File: config.mk
export PLATFORM = sky130hd
export DESIGN_NAME = regfile_wb_arbiter_flat
export DESIGN_NICKNAME = d
export VERILOG_FILES = /design/src/rtl/regfile_wb_arbiter_if.sv /design/src/rtl/regfile_wb_arbiter.sv /design/src/flat_wrapper.sv
export SDC_FILE = /design/constraint.sdc
export NUM_CORES = 1
export LEC_CHECK = 0
export CAP_MARGIN = 20
export CORE_MARGIN = 2
export CORE_UTILIZATION = 43
export DETAILED_ROUTE_END_ITERATION = 7
export PLACE_DENSITY = 0.81
export REMOVE_ABC_BUFFERS = 1
export SYNTH_ARGS = -nofsm -noshare
export SYNTH_HDL_FRONTEND = slang
export SYNTH_SLANG_ARGS = --single-unit
File: constraint.sdc
create_clock -name CLK -period 2.15 [get_ports CLK]
set_input_delay 0.3225 -clock CLK [delete_from_list [all_inputs] [get_ports CLK]]
set_output_delay 0.3225 -clock CLK [all_outputs]
set_load 0.005 [all_outputs]
File: src/rtl/regfile_wb_arbiter_if.sv
// rtl/regfile_wb_arbiter_if.sv - writeback requester and register-file write-port bundle
interface regfile_wb_arbiter_if #(
    parameter int ADDR_WIDTH = 5,
    parameter int DATA_WIDTH = 32
);
    logic                     ALU_VALID;
    logic                     ALU_READY;
    logic [ADDR_WIDTH-1:0]    ALU_RD;
    logic [DATA_WIDTH-1:0]    ALU_DATA;
    logic                     LSU_VALID;
    logic                     LSU_READY;
    logic [ADDR_WIDTH-1:0]    LSU_RD;
    logic [DATA_WIDTH-1:0]    LSU_DATA;
    logic                     LOAD_ISSUE;
    logic [ADDR_WIDTH-1:0]    LOAD_ISSUE_RD;
    logic                     WEN;
    logic [ADDR_WIDTH-1:0]    RD_SEL;
    logic [DATA_WIDTH-1:0]    WB_DATA;
    logic [2**ADDR_WIDTH-1:0] BUSY;

    // Requesters, issue logic and RegFile side
    modport master (
        output ALU_VALID, ALU_RD, ALU_DATA,
        output LSU_VALID, LSU_RD, LSU_DATA,
        output LOAD_ISSUE, LOAD_ISSUE_RD,
        input  ALU_READY, LSU_READY,
        input  WEN, RD_SEL, WB_DATA, BUSY
    );

    // Arbiter side
    modport slave (
        input  ALU_VALID, ALU_RD, ALU_DATA,
        input  LSU_VALID, LSU_RD, LSU_DATA,
        input  LOAD_ISSUE, LOAD_ISSUE_RD,
        output ALU_READY, LSU_READY,
        output WEN, RD_SEL, WB_DATA, BUSY
    );
endinterface

File: src/rtl/regfile_wb_arbiter.sv
// rtl/regfile_wb_arbiter.sv - ALU/LSU writeback arbiter with starvation guard and pending-load scoreboard
module regfile_wb_arbiter #(
    parameter int ADDR_WIDTH   = 5,
    parameter int DATA_WIDTH   = 32,
    parameter int STARVE_LIMIT = 3
) (
    input logic                 CLK,
    input logic                 RESET_N,
    regfile_wb_arbiter_if.slave bus
);
    localparam int         NREGS = 2**ADDR_WIDTH;
    localparam logic [3:0] LIMIT = 4'(STARVE_LIMIT);

    logic [3:0]            starve_cnt_q, starve_cnt_d;
    logic                  wen_q, wen_d;
    logic [ADDR_WIDTH-1:0] rd_sel_q, rd_sel_d;
    logic [DATA_WIDTH-1:0] wb_data_q, wb_data_d;
    logic [NREGS-1:0]      busy_q, busy_d;

    logic starved;
    logic lsu_win;
    logic alu_win;

    // Grant: ALU has priority unless the LSU has waited STARVE_LIMIT cycles; nothing granted in reset
    always_comb begin
        starved = (starve_cnt_q == LIMIT);
        lsu_win = RESET_N & bus.LSU_VALID & (~bus.ALU_VALID | starved);
        alu_win = RESET_N & bus.ALU_VALID & ~lsu_win;
    end

    assign bus.ALU_READY = alu_win;
    assign bus.LSU_READY = lsu_win;

    // Starvation counter: count denied LSU cycles, saturate at the limit, clear otherwise
    always_comb begin
        starve_cnt_d = 4'd0;
        if (bus.LSU_VALID && !lsu_win) begin
            starve_cnt_d = starved ? starve_cnt_q : starve_cnt_q + 4'd1;
        end
    end

    // Write port: capture the winner; x0 targets are accepted but never enable the write
    always_comb begin
        wen_d     = 1'b0;
        rd_sel_d  = rd_sel_q;
        wb_data_d = wb_data_q;
        if (lsu_win) begin
            wen_d     = (bus.LSU_RD != '0);
            rd_sel_d  = bus.LSU_RD;
            wb_data_d = bus.LSU_DATA;
        end else if (alu_win) begin
            wen_d     = (bus.ALU_RD != '0);
            rd_sel_d  = bus.ALU_RD;
            wb_data_d = bus.ALU_DATA;
        end
    end

    // Scoreboard: clear on load return, then set on issue so a same-index set wins
    always_comb begin
        busy_d = busy_q;
        if (lsu_win) begin
            busy_d[bus.LSU_RD] = 1'b0;
        end
        if (bus.LOAD_ISSUE && (bus.LOAD_ISSUE_RD != '0)) begin
            busy_d[bus.LOAD_ISSUE_RD] = 1'b1;
        end
        busy_d[0] = 1'b0;
    end

    // State registers; asynchronous reset drops any in-flight write and the scoreboard
    always_ff @(posedge CLK or negedge RESET_N) begin
        if (!RESET_N) begin
            starve_cnt_q <= 4'd0;
            wen_q        <= 1'b0;
            rd_sel_q     <= '0;
            wb_data_q    <= '0;
            busy_q       <= '0;
        end else begin
            starve_cnt_q <= starve_cnt_d;
            wen_q        <= wen_d;
            rd_sel_q     <= rd_sel_d;
            wb_data_q    <= wb_data_d;
            busy_q       <= busy_d;
        end
    end

    assign bus.WEN     = wen_q;
    assign bus.RD_SEL  = rd_sel_q;
    assign bus.WB_DATA = wb_data_q;
    assign bus.BUSY    = busy_q;
endmodule

File: src/flat_wrapper.sv
// flat-port wrapper written by rule: the top's interface ports become plain ports
module regfile_wb_arbiter_flat 
#(
    parameter int ADDR_WIDTH   = 5,
    parameter int DATA_WIDTH   = 32,
    parameter int STARVE_LIMIT = 3
)
  (CLK, RESET_N, bus_ALU_VALID, bus_ALU_RD, bus_ALU_DATA, bus_LSU_VALID, bus_LSU_RD, bus_LSU_DATA, bus_LOAD_ISSUE, bus_LOAD_ISSUE_RD, bus_ALU_READY, bus_LSU_READY, bus_WEN, bus_RD_SEL, bus_WB_DATA, bus_BUSY);
  regfile_wb_arbiter_if #(.ADDR_WIDTH(ADDR_WIDTH), .DATA_WIDTH(DATA_WIDTH)) bus_i ();
  input logic CLK;
  input logic RESET_N;
  input wire logic [$bits(bus_i.ALU_VALID)-1:0] bus_ALU_VALID;
  input wire logic [$bits(bus_i.ALU_RD)-1:0] bus_ALU_RD;
  input wire logic [$bits(bus_i.ALU_DATA)-1:0] bus_ALU_DATA;
  input wire logic [$bits(bus_i.LSU_VALID)-1:0] bus_LSU_VALID;
  input wire logic [$bits(bus_i.LSU_RD)-1:0] bus_LSU_RD;
  input wire logic [$bits(bus_i.LSU_DATA)-1:0] bus_LSU_DATA;
  input wire logic [$bits(bus_i.LOAD_ISSUE)-1:0] bus_LOAD_ISSUE;
  input wire logic [$bits(bus_i.LOAD_ISSUE_RD)-1:0] bus_LOAD_ISSUE_RD;
  output wire logic [$bits(bus_i.ALU_READY)-1:0] bus_ALU_READY;
  output wire logic [$bits(bus_i.LSU_READY)-1:0] bus_LSU_READY;
  output wire logic [$bits(bus_i.WEN)-1:0] bus_WEN;
  output wire logic [$bits(bus_i.RD_SEL)-1:0] bus_RD_SEL;
  output wire logic [$bits(bus_i.WB_DATA)-1:0] bus_WB_DATA;
  output wire logic [$bits(bus_i.BUSY)-1:0] bus_BUSY;
  assign bus_i.ALU_VALID = bus_ALU_VALID;
  assign bus_i.ALU_RD = bus_ALU_RD;
  assign bus_i.ALU_DATA = bus_ALU_DATA;
  assign bus_i.LSU_VALID = bus_LSU_VALID;
  assign bus_i.LSU_RD = bus_LSU_RD;
  assign bus_i.LSU_DATA = bus_LSU_DATA;
  assign bus_i.LOAD_ISSUE = bus_LOAD_ISSUE;
  assign bus_i.LOAD_ISSUE_RD = bus_LOAD_ISSUE_RD;
  assign bus_ALU_READY = bus_i.ALU_READY;
  assign bus_LSU_READY = bus_i.LSU_READY;
  assign bus_WEN = bus_i.WEN;
  assign bus_RD_SEL = bus_i.RD_SEL;
  assign bus_WB_DATA = bus_i.WB_DATA;
  assign bus_BUSY = bus_i.BUSY;
  regfile_wb_arbiter #(.ADDR_WIDTH(ADDR_WIDTH), .DATA_WIDTH(DATA_WIDTH), .STARVE_LIMIT(STARVE_LIMIT)) u_core (.CLK(CLK), .RESET_N(RESET_N), .bus(bus_i));
endmodule
* Word level (Yosys, flattened, before mapping) *
Cells that the tools add are included.

storage, ports and cells
  word-level logic and storage cells = 45
  input port bits = 84
  latch bits = 0
  ROM bits = 0
  bits in registers = 73
  memories = 0
  RAM bits = 0
  output and inout port bits = 72

cells by class
  equality and inequality tests = 2
  bitwise gates (word level) = 10
  add/sub/neg operators = 1
  $mul = 0
  $lt $le $gt $ge = 4
  div/mod/pow operators = 0
  reductions and logical operators = 9
  shifts and indexed selects = 0
  multiplexer cells = 14

operators with widths
  operator                                                    count
  two-way mux 32 bit                                          4
  AND 32 bit                                                  1
  inverter 32 bit                                             1
  bitwise OR 32 bit                                           1
  nonzero test 5 bit                                          3
  less-than comparator 5 x 6 -> 1 bit, second input constant  2
  demux 1 bit (select 5 bit)                                  2
  >= comparator 5 x 1 -> 1 bit, second input constant         2
  two-way mux 5 bit                                           2
  two-way mux 4 bit                                           2
  adder 4 x 1 -> 4 bit, second input constant                 1
  AND 1 bit                                                   4
  equality test 4 x 2 -> 1 bit, second input constant         1
  logical AND 1 bit                                           4
  two-way mux 1 bit                                           4
  inequality test 2 bit, second input constant                1
  inverter 1 bit                                              2
  nonzero test 2 bit                                          1
  logical NOT 1 bit                                           1
  bitwise OR 1 bit                                            1

* Longest topological paths before layout *
Gate-level depths: netlist (run 1).

  depth in word-level cells = 9
  gate-level depth with buffers = 7
  mapped depth without buffers = 4

* Worst setup path after synthesis (run 1) *
Ideal clock, no wire load.

  path kind = register to register
  start point = reg u_core.starve_cnt_q[0]
  end point = reg u_core.wb_data_q[12], in the netlist u_core.bus.WB_DATA[12]
  required time = 2.024 ns
  cell stages (with the launch flop) = 8
  clock period less this slack = 1.836 ns
  path slack = 0.314 ns
  library setup time = 0.126 ns
  path buffers = 3
  arrival = 1.710 ns
  cell sequence = dfrtp_1 ha_1 or3b_1 buf_2 buf_6 buf_6 o2111a_1 a221o_1

on the way
  cells in the longest elaborated chain, start to end = 6
  elaborated cells on any way between the ends = 7
  those cells by class = eq/ne (1); mux (1); bitwise (4); reduce/logical (1)

RTL lines
  element                           RTL line                  source
  start: declaration                regfile_wb_arbiter.sv:14  logic [3:0] starve_cnt_q, starve_cnt_d;
  start signal: assignment          regfile_wb_arbiter.sv:79  starve_cnt_q <= starve_cnt_d;
  equality test 4 x 2 -> 1 bit (*)  regfile_wb_arbiter.sv:26  starved = (starve_cnt_q == LIMIT);
  bitwise OR 1 bit (*)              regfile_wb_arbiter.sv:27  lsu_win = RESET_N & bus.LSU_VALID & (~bus.ALU_VALID | starved);
  AND 1 bit (*)                     regfile_wb_arbiter.sv:27
  inverter 1 bit                    regfile_wb_arbiter.sv:28  alu_win = RESET_N & bus.ALU_VALID & ~lsu_win;
  AND 1 bit                         regfile_wb_arbiter.sv:28
  nonzero test 2 bit (no line)      --
  end signal: assignment            regfile_wb_arbiter.sv:82  wb_data_q <= wb_data_d;
  end: declaration                  regfile_wb_arbiter.sv:17  logic [DATA_WIDTH-1:0] wb_data_q, wb_data_d;

Every way passes the cells marked *; elsewhere a longest branch is shown, timed or not.
A chain may end at the register's enable or synchronous reset.

* Worst setup path after layout (run 1) *
  start point = reg u_core.starve_cnt_q[0]
  end point = out bus_LSU_READY

on the way
  cells in the longest elaborated chain, start to end = 3

RTL lines
  element                       RTL line                  source
  equality test 4 x 2 -> 1 bit  regfile_wb_arbiter.sv:26
  bitwise OR 1 bit              regfile_wb_arbiter.sv:27
  AND 1 bit                     regfile_wb_arbiter.sv:27
  end: declaration              flat_wrapper.sv:21        output wire logic [$bits(bus_i.LSU_READY)-1:0] bus_LSU_READY;

Every way passes these cells.

==> run_results.csv, run 1 <==
group,metric,value,unit
sta,fin_crit,2.05,ns
power_and_ir_drop,power,3.78,mW
clock_network,clock_transition_time_at_the_flip_flop_clock_pins_of_the_worst_setup_and_hold_paths,0.08,ns
finish,drive_gt1_frac,0.101,
logic_synthesis,seq_area_frac_synth,0.503,
logic_synthesis,synth-main-ff-cell,"sky130_fd_sc_hd__dfrtp_1",
logic_synthesis,async_reset_ff_frac,1.00,
critical_path,critical_path_cell_sequence,"ha_2 > or3b_4 > buf_4 > a21oi_4 > buf_2",
clock_network,tritoncts,"yes",
worst_hold_path,hold_class,"input port to async pin",
clock_network,clock-sinks,73,
drt,detail_route.wirelength,11200,um
power_and_ir_drop,p_clk_frac,0.297,
clock_network,cts_htree_levels,3,
placed_design,globalplace.congestion,0.919,
floorplanning,io_pins,156,
power_and_ir_drop,cellLeakagePower,2.28,nW
sta,fmaxAchievable,488,MHz
floorplanning,die_width,95.9,um
grt,antenna_found_initial,0,
logic_synthesis,post_synth_most_frequent_cells,"73 x sky130_fd_sc_hd__dfrtp_1, 37 x sky130_fd_sc_hd__a221o_1, 32 x sky130_fd_sc_hd__a211oi_1, 32 x sky130_fd_sc_hd__o2111a_1",
critical_path,path_max_fanout,3,
critical_path,slowest_stage_delay_cp,0.38,ns
drt,detail_route.drc_violations,0,
critical_path,critical_path_arrival,1.72,ns
sta,finClkSkew,0.0121,ns
power_and_ir_drop,cell_internal_pwr,2.76,mW
clock_network,cts-root-buf,"sky130_fd_sc_hd__clkbuf_8",
run_status,run_status,"finished, final reports clean",
logic_synthesis,dominant_cells_by_area_after_synthesis,"sky130_fd_sc_hd__dfrtp_1 50%, sky130_fd_sc_hd__a221o_1 10%, sky130_fd_sc_hd__o2111a_1 9.9%, sky130_fd_sc_hd__a211oi_1 6.6%, sky130_fd_sc_hd__o22ai_1 5.3%",
floorplanning,std_cell_rows,33,
sta,finalCritPeriodShare,0.952,
finish,synthToLayoutAreaGrowth,53.2,%
grt,grt_max_degree,90,
sta,fin_tns_setup,0,ns
critical_path,worstSetupPathType,"register to primary output",
clock_network,clk_latency,0.35,ns
drt,detail_route.iter0.violations,183,
power_and_ir_drop,peakVddDrop,0.308,mV
clock_network,cts_made_buffers,9,
critical_path,crit_path_start_kind,"register",
logic_synthesis,synthDistinctLibCells,36,
logic_synthesis,number_of_synthesized_flops_with_an_enable_pin,0,
drt,route.vias.total,3519,
logic_synthesis,syn_inst,326,
finish,antenna_cells_inserted,0,
sta,hold_viol,0,
sta,report.final.slew_viol_count,0,
floorplanning,die-area,0.00919,sq mm
job,max_cap_viol_count,0,
power_and_ir_drop,pwr-share-seq,0.440,
sta,rsz0062_at_grt,"false",
power_and_ir_drop,power_switching,1.02,mW
drt,postRouteAntennaNets,0,
logic_synthesis,yosys.area.top_type,"sky130_fd_sc_hd__dfrtp_1",
placed_design,dpl.hpwl,7750,um
floorplanning,die_y,95.9,um
placed_design,io_buffer_count,154,
grt,grt_pass1_vias,3506,
logic_synthesis,ys_seq_elements,73,
floorplanning,core_footprint,0.00822,sq mm
critical_path,critPathRequiredTime,1.83,ns
floorplanning,initial_core_util,0.442,
drt,number_of_detailed_route_iterations_in_the_first_pass,5,
logic_synthesis,synth.yosys.warnings,0,
sta,setup-violations-final,0,
logic_synthesis,netlist.area_leader.share,0.503,
critical_path,worst-r2r-cell-count,6,
grt,grt_pass1_wl,17100,um
logic_synthesis,synth.most_common_cell,"sky130_fd_sc_hd__dfrtp_1",
logic_synthesis,synth_area_per_cell,11.1,sq um
grt,grt-ovfl-total,0,
drt,route.detailed.vias_per_inst,5.98,
critical_path,critPathSlowestCell,"sky130_fd_sc_hd__or3b_4",
power_and_ir_drop,p_per_area,680,mW/mm^2
power_and_ir_drop,power_switching_share,0.270,
finish,final_nets,563,
drt,route.detailed.wl_per_inst,19.1,um
clock_network,clk_path_buf_depth,2,
logic_synthesis,mappedNetlistArea,0.00363,sq mm
grt,global_route.usage.total,0.245,
power_and_ir_drop,power_frac_comb,0.263,
critical_path,worstSetupEndpointType,"primary output",
## placed cells by master (no fill, tap or decap), types with 2 or more instances in the layout
cell	instances
sky130_fd_sc_hd__a211oi_1	32
sky130_fd_sc_hd__a221o_1	37
sky130_fd_sc_hd__and2_1	5
sky130_fd_sc_hd__buf_12	3
sky130_fd_sc_hd__buf_2	2
sky130_fd_sc_hd__buf_4	18
sky130_fd_sc_hd__clkbuf_8	11
sky130_fd_sc_hd__clkdlybuf4s50_1	150
sky130_fd_sc_hd__dfrtp_1	73
sky130_fd_sc_hd__inv_1	31
sky130_fd_sc_hd__nand2_1	6
sky130_fd_sc_hd__nand2b_1	3
sky130_fd_sc_hd__nand3_1	6
sky130_fd_sc_hd__nand3b_1	4
sky130_fd_sc_hd__nand4_1	2
sky130_fd_sc_hd__nand4b_1	2
sky130_fd_sc_hd__nor2_1	2
sky130_fd_sc_hd__nor2b_1	3
sky130_fd_sc_hd__nor3_1	4
sky130_fd_sc_hd__o2111a_1	32
sky130_fd_sc_hd__o22ai_1	31
sky130_fd_sc_hd__or3_1	2
sky130_fd_sc_hd__or3b_2	3
## critical path, delay by kind of cell, from the launching register on
| family | cells | cell delay (ns) |
|---|---|---|
| simple gates | 1 | 0.38 |
| fa+ha+maj | 1 | 0.19 |
| flops | 1 | 0.36 |
| compound gates | 1 | 0.14 |
| buf+inv | 2 | 0.30 |
## cell type report
class	count	area, sq um
sequential	73	1830
fill	620	2660
multi-input combinational	186	1540
tap	105	131
inverter	32	120
clock inverter	4	51.3
clock buffer	12	155
timing repair buffer	176	1740
## layer usage
layer | global-route usage | share of wire | up-vias
li1 | - | - | 1605
met4 | 0.0702 | 0.0099 | 0
met3 | 0.0767 | 0.087 | 14
met2 | 0.411 | 0.49 | 189
met5 | 0 | 0 | -
met1 | 0.305 | 0.41 | 1711
## final timing paths
path / startpoint / to / slack, ns
max reg2reg: u_core.starve_cnt_q[0] / u_core.bus.WB_DATA[14] / 0.13
min: RESET_N / u_core.bus.RD_SEL[3] / 0.37
min in group CLK: u_core.bus.WB_DATA[5] / u_core.bus.WB_DATA[5] / 0.52
max in group asynchronous: RESET_N / u_core.bus.WB_DATA[3] / 1.10
min reg2reg: u_core.bus.WB_DATA[5] / u_core.bus.WB_DATA[5] / 0.52
max: u_core.starve_cnt_q[0] / bus_LSU_READY / 0.10
## through the flow
step / cell area, sq um / hold slack [ns] / setup WS [ns] / utilization / instances
6_report: 5560 / 0.367 / 0.103 / 0.677 / 588
5_1_grt: 5560 / 0.363 / 0.0333 / 0.677 / 588
4_1_cts: 5560 / 0.363 / 0.00930 / 0.677 / 588
3_5_place_dp: 5330 / 0.190 / -0.0154 / 0.648 / 569
3_3_place_gp: 5330 / 0.189 / 0.0236 / 0.648 / 569
2_1_floorplan: 3470 / 0.0269 / -0.935 / - / 291
## sequential cells by signal (all words and copies together) (netlist names)
register,count
u_core.bus.WB_DATA,32
u_core.bus.BUSY,31
u_core.bus.RD_SEL,5
u_core.starve_cnt_q,4
u_core.bus.WEN,1
## power groups by stage
stage                     Sequential, mW  Clock [mW]  Combinational (mW)
after floorplan                     1.68           0               0.271
after global placement              1.68           0               0.963
after detailed placement            1.68           0               0.990
after CTS                           1.66        1.14                1.00
after global routing                1.68        1.20                1.07
final                               1.66        1.12               0.995
## cells by family (layout without fill, tap and decap cells)
family | count (synthesis) | in the layout | share of synthesized area
adder cells (fa/ha/maj) | 1 | 1 | 0.00345
XOR/XNOR | 2 | 2 | 0.00483
flip-flops | 73 | 73 | 0.503
AO/OA/AOI/OAI | 136 | 136 | 0.332
AND/OR/NAND/NOR | 45 | 45 | 0.0755
buffers and inverters | 67 | 224 | 0.0772
other | 1 | 1 | 0.00103
multiplexers | 1 | 1 | 0.00276
## timing repair
item | CTS | global route
gates resized for setup | 6 | 3
hold buffers | 1 | 0
buffers inserted | 2 | 0
hold endpoints to repair | 4 | 0
cloned | 0 | 0
endpoints found under the setup margin | 3 | 30
Power figures use the tool's default switching activity.
==> inputs of run 2 (changes only) <==
- ABC_AREA: default -> 1
- CELL_PAD_IN_SITES_DETAIL_PLACEMENT: default -> 2
- CELL_PAD_IN_SITES_GLOBAL_PLACEMENT: default -> 2
- CORE_UTILIZATION: 43 -> 25
- PLACE_DENSITY: 0.81 -> default
- PLACE_DENSITY_LB_ADDON: default -> 0.1
- clock period: 2.15 -> 2.4 ns (I/O delays scaled with it)
==> run_results.csv, run 2 <==
group,metric,value,unit
critical_path,buffers_inverters_on_critical_path,2,
finish,largest_register_ff_count,32,
sta,finClkSkew,0.00414,ns
critical_path,critical_path_cell_sequence,"ha_1 > nand2_2 > nand2_4 > nand2_4 > inv_4 > nor2_1 > clkdlybuf4s50_1",
finish,final_nets,803,
clock_network,clk_path_buf_depth,2,
sta,fmaxAchievable,442,MHz
floorplanning,core_footprint,0.0153,sq mm
floorplanning,io_pins,156,
logic_synthesis,mappedNetlistArea,0.00396,sq mm
drt,route.vias.total,4268,
power_and_ir_drop,power_frac_comb,0.253,
critical_path,worstSetupEndpointType,"primary output",
sta,worst_slew_pin_slew,0.775,ns
drt,postRouteAntennaNets,0,
critical_path,critical_path_arrival,1.90,ns
grt,global_route.usage.total,0.194,
finish,antenna_cells_inserted,0,
power_and_ir_drop,power,4.44,mW
critical_path,critPathSlowestCell,"sky130_fd_sc_hd__clkdlybuf4s50_1",
power_and_ir_drop,pwr-share-seq,0.358,
finish,number_of_fill_cells,1802,
power_and_ir_drop,power_switching_share,0.264,
logic_synthesis,synth.yosys.warnings,0,
critical_path,timing.critical_path.max_delay_family,"buffers and inverters",
sta,report.final.slew_viol_count,0,
job,max_cap_viol_count,0,
sta,rsz0062_at_grt,"false",
power_and_ir_drop,p_per_area,725,mW/mm^2
sta,finalCritPeriodShare,0.944,
power_and_ir_drop,cellLeakagePower,3.02,nW
run_status,run_status,"finished, final reports clean",
power_and_ir_drop,peakVddDrop,0.353,mV
sta,worst_hold_slack,0.242,ns
grt,grt_pass1_vias,4599,
clock_network,cts_htree_levels,3,
finish,drive_gt1_frac,0.0567,
grt,grt-ovfl-total,0,
clock_network,cts_made_buffers,9,
finish,final_common_cell,"sky130_fd_sc_hd__nand2_1",
critical_path,crit_path_start_kind,"register",
drt,detail_route.wirelength,15900,um
logic_synthesis,yosys.area.top_type,"sky130_fd_sc_hd__dfrtp_1",
sta,setup-violations-final,0,
critical_path,worstSetupPathType,"register to primary output",
clock_network,tritoncts,"yes",
logic_synthesis,synth-main-ff-cell,"sky130_fd_sc_hd__dfrtp_1",
clock_network,clock_transition_time_at_the_flip_flop_clock_pins_of_the_worst_setup_and_hold_paths,0.06,ns
clock_network,post_cts_buffers,0,
placed_design,globalplace.congestion,0.768,
power_and_ir_drop,p_clk_frac,0.389,
critical_path,path_max_fanout,4,
logic_synthesis,syn_inst,562,
sta,relSlewSlack,0.483,
critical_path,crit_top_cell,"sky130_fd_sc_hd__nand2_4",
critical_path,slowest_stage_delay_cp,0.50,ns
logic_synthesis,synth.most_common_cell,"sky130_fd_sc_hd__nand2_1",
logic_synthesis,synthDistinctLibCells,24,
logic_synthesis,number_of_synthesized_flops_with_an_enable_pin,0,
grt,grt_max_degree,58,
logic_synthesis,dominant_cells_by_area_after_synthesis,"sky130_fd_sc_hd__dfrtp_1 46%, sky130_fd_sc_hd__nand2_1 18%, sky130_fd_sc_hd__nand3_1 16%, sky130_fd_sc_hd__inv_1 8.0%, sky130_fd_sc_hd__nor2_1 2.8%",
logic_synthesis,post_synth_most_frequent_cells,"185 x sky130_fd_sc_hd__nand2_1, 124 x sky130_fd_sc_hd__nand3_1, 84 x sky130_fd_sc_hd__inv_1, 73 x sky130_fd_sc_hd__dfrtp_1, 29 x sky130_fd_sc_hd__nor2_1",
floorplanning,die_y,130,um
floorplanning,die_width,130,um
drt,route.detailed.wl_per_inst,17.0,um
finish,final_util,0.400,
placed_design,placedCellCount,917,
drt,detail_route.iter0.violations,158,
grt,grt_pass1_wl,25200,um
logic_synthesis,seq_area_frac_synth,0.462,
critical_path,regToRegEndpoint,"u_core.starve_cnt_q[2]",
placed_design,detailedPlace.worstSlack,0.189,ns
clock_network,cts-root-buf,"sky130_fd_sc_hd__clkbuf_16",
clock_network,clk_latency,0.35,ns
power_and_ir_drop,power_switching,1.17,mW
placed_design,io_buffer_count,154,
drt,number_of_detailed_route_iterations_in_the_first_pass,4,
logic_synthesis,netlist.area_leader.share,0.462,
worst_hold_path,hold_class,"input port to async pin",
floorplanning,std_cell_rows,45,
critical_path,worst-r2r-cell-count,7,
floorplanning,die-area,0.0168,sq mm
logic_synthesis,ys_seq_elements,73,
critical_path,r2r_setup_slack,0.37,ns
finish,final-instance-count-excl-fill,934,
power_and_ir_drop,cell_internal_pwr,3.27,mW
finish,layout.cells.most_common_list,"185 x sky130_fd_sc_hd__nand2_1, 153 x sky130_fd_sc_hd__clkdlybuf4s50_1, 124 x sky130_fd_sc_hd__nand3_1",
floorplanning,initial_core_util,0.258,
sta,fin_crit,2.26,ns
sta,hold_viol,0,
sta,timing.final.ws_setup,0.136,ns
logic_synthesis,synth_area_per_cell,7.04,sq um
placed_design,dpl.hpwl,11400,um
clock_network,clock-sinks,73,
drt,route.detailed.vias_per_inst,4.57,
finish,synthToLayoutAreaGrowth,54.7,%
logic_synthesis,async_reset_ff_frac,1.00,
grt,antenna_found_initial,0,
critical_path,critPathRequiredTime,2.04,ns
drt,detail_route.drc_violations,0,
critical_path,r2r_start,"u_core.starve_cnt_q[0]",
run 2: kinds of logic after synthesis:
family          after synthesis  synth area share
xor+xnor                      2           0.00443
flops                        73             0.462
simple gates                353             0.383
buf+inv                     114             0.123
fa+ha+maj                     1           0.00316
other cells                   1          0.000948
compound gates               18            0.0234
run 2: cell type report:
type	count	area [sq um]	area share
flip-flops and latches	73	1830	0.298
repair buffers	173	1680	0.275
multi-input cells	375	1640	0.268
inverters	86	325	0.0531
well taps	211	264	0.0431
clock buffers	11	253	0.0413
clock inverters	5	125	0.0204
run 2: worst max-delay path by stage:
stage	startpoint	end	slack [ns]	cells past startpoint
final	u_core.starve_cnt_q[0]	bus_ALU_READY	0.14	7
after global placement	bus_ALU_VALID	u_core.starve_cnt_q[2]	0.33	6
after CTS	u_core.starve_cnt_q[0]	bus_ALU_READY	0.09	7
after detailed placement	bus_ALU_VALID	u_core.starve_cnt_q[2]	0.19	6
after floorplan	RESET_N	bus_ALU_READY	-0.04	5
after global routing	u_core.starve_cnt_q[0]	bus_ALU_READY	0.05	7
run 2: through the flow:
| step | cell area, sq um | TNS (ns) |
|---|---|---|
| after floorplan | 3790 | -0.0422 |
| after global placement | 5730 | 0 |
| after detailed placement | 5730 | 0 |
| after CTS | 6120 | 0 |
| after global routing | 6120 | 0 |
| final | 6120 | 0 |
run 2: timing repair:
action,CTS,global route
endpoints found under the hold margin,16,0
resized for setup,0,0
hold buffers,1,0
run 2: power groups by stage:
stage | logic (mW) | clock network (mW) | registers [mW]
after floorplan | 0.329 | 0 | 1.60
after global placement | 1.11 | 0 | 1.60
after detailed placement | 1.14 | 0 | 1.61
after CTS | 1.15 | 1.77 | 1.59
after global routing | 1.25 | 1.82 | 1.62
final | 1.12 | 1.72 | 1.59
run 2: per-layer routing:
metal / GRT usage / share of wire / routed length, um
met3: 0.0369 / 0.047 / 755
met5: 0 / 0 / 0
met2: 0.339 / 0.50 / 7900
met4: 0.0620 / 0.017 / 266
met1: 0.243 / 0.44 / 6980
==> inputs of run 3 (changes only) <==
- SETUP_SLACK_MARGIN: default -> 0.02
==> results of run 3 <==
The final DEF is identical to that of run 2; final timing and power are the same.
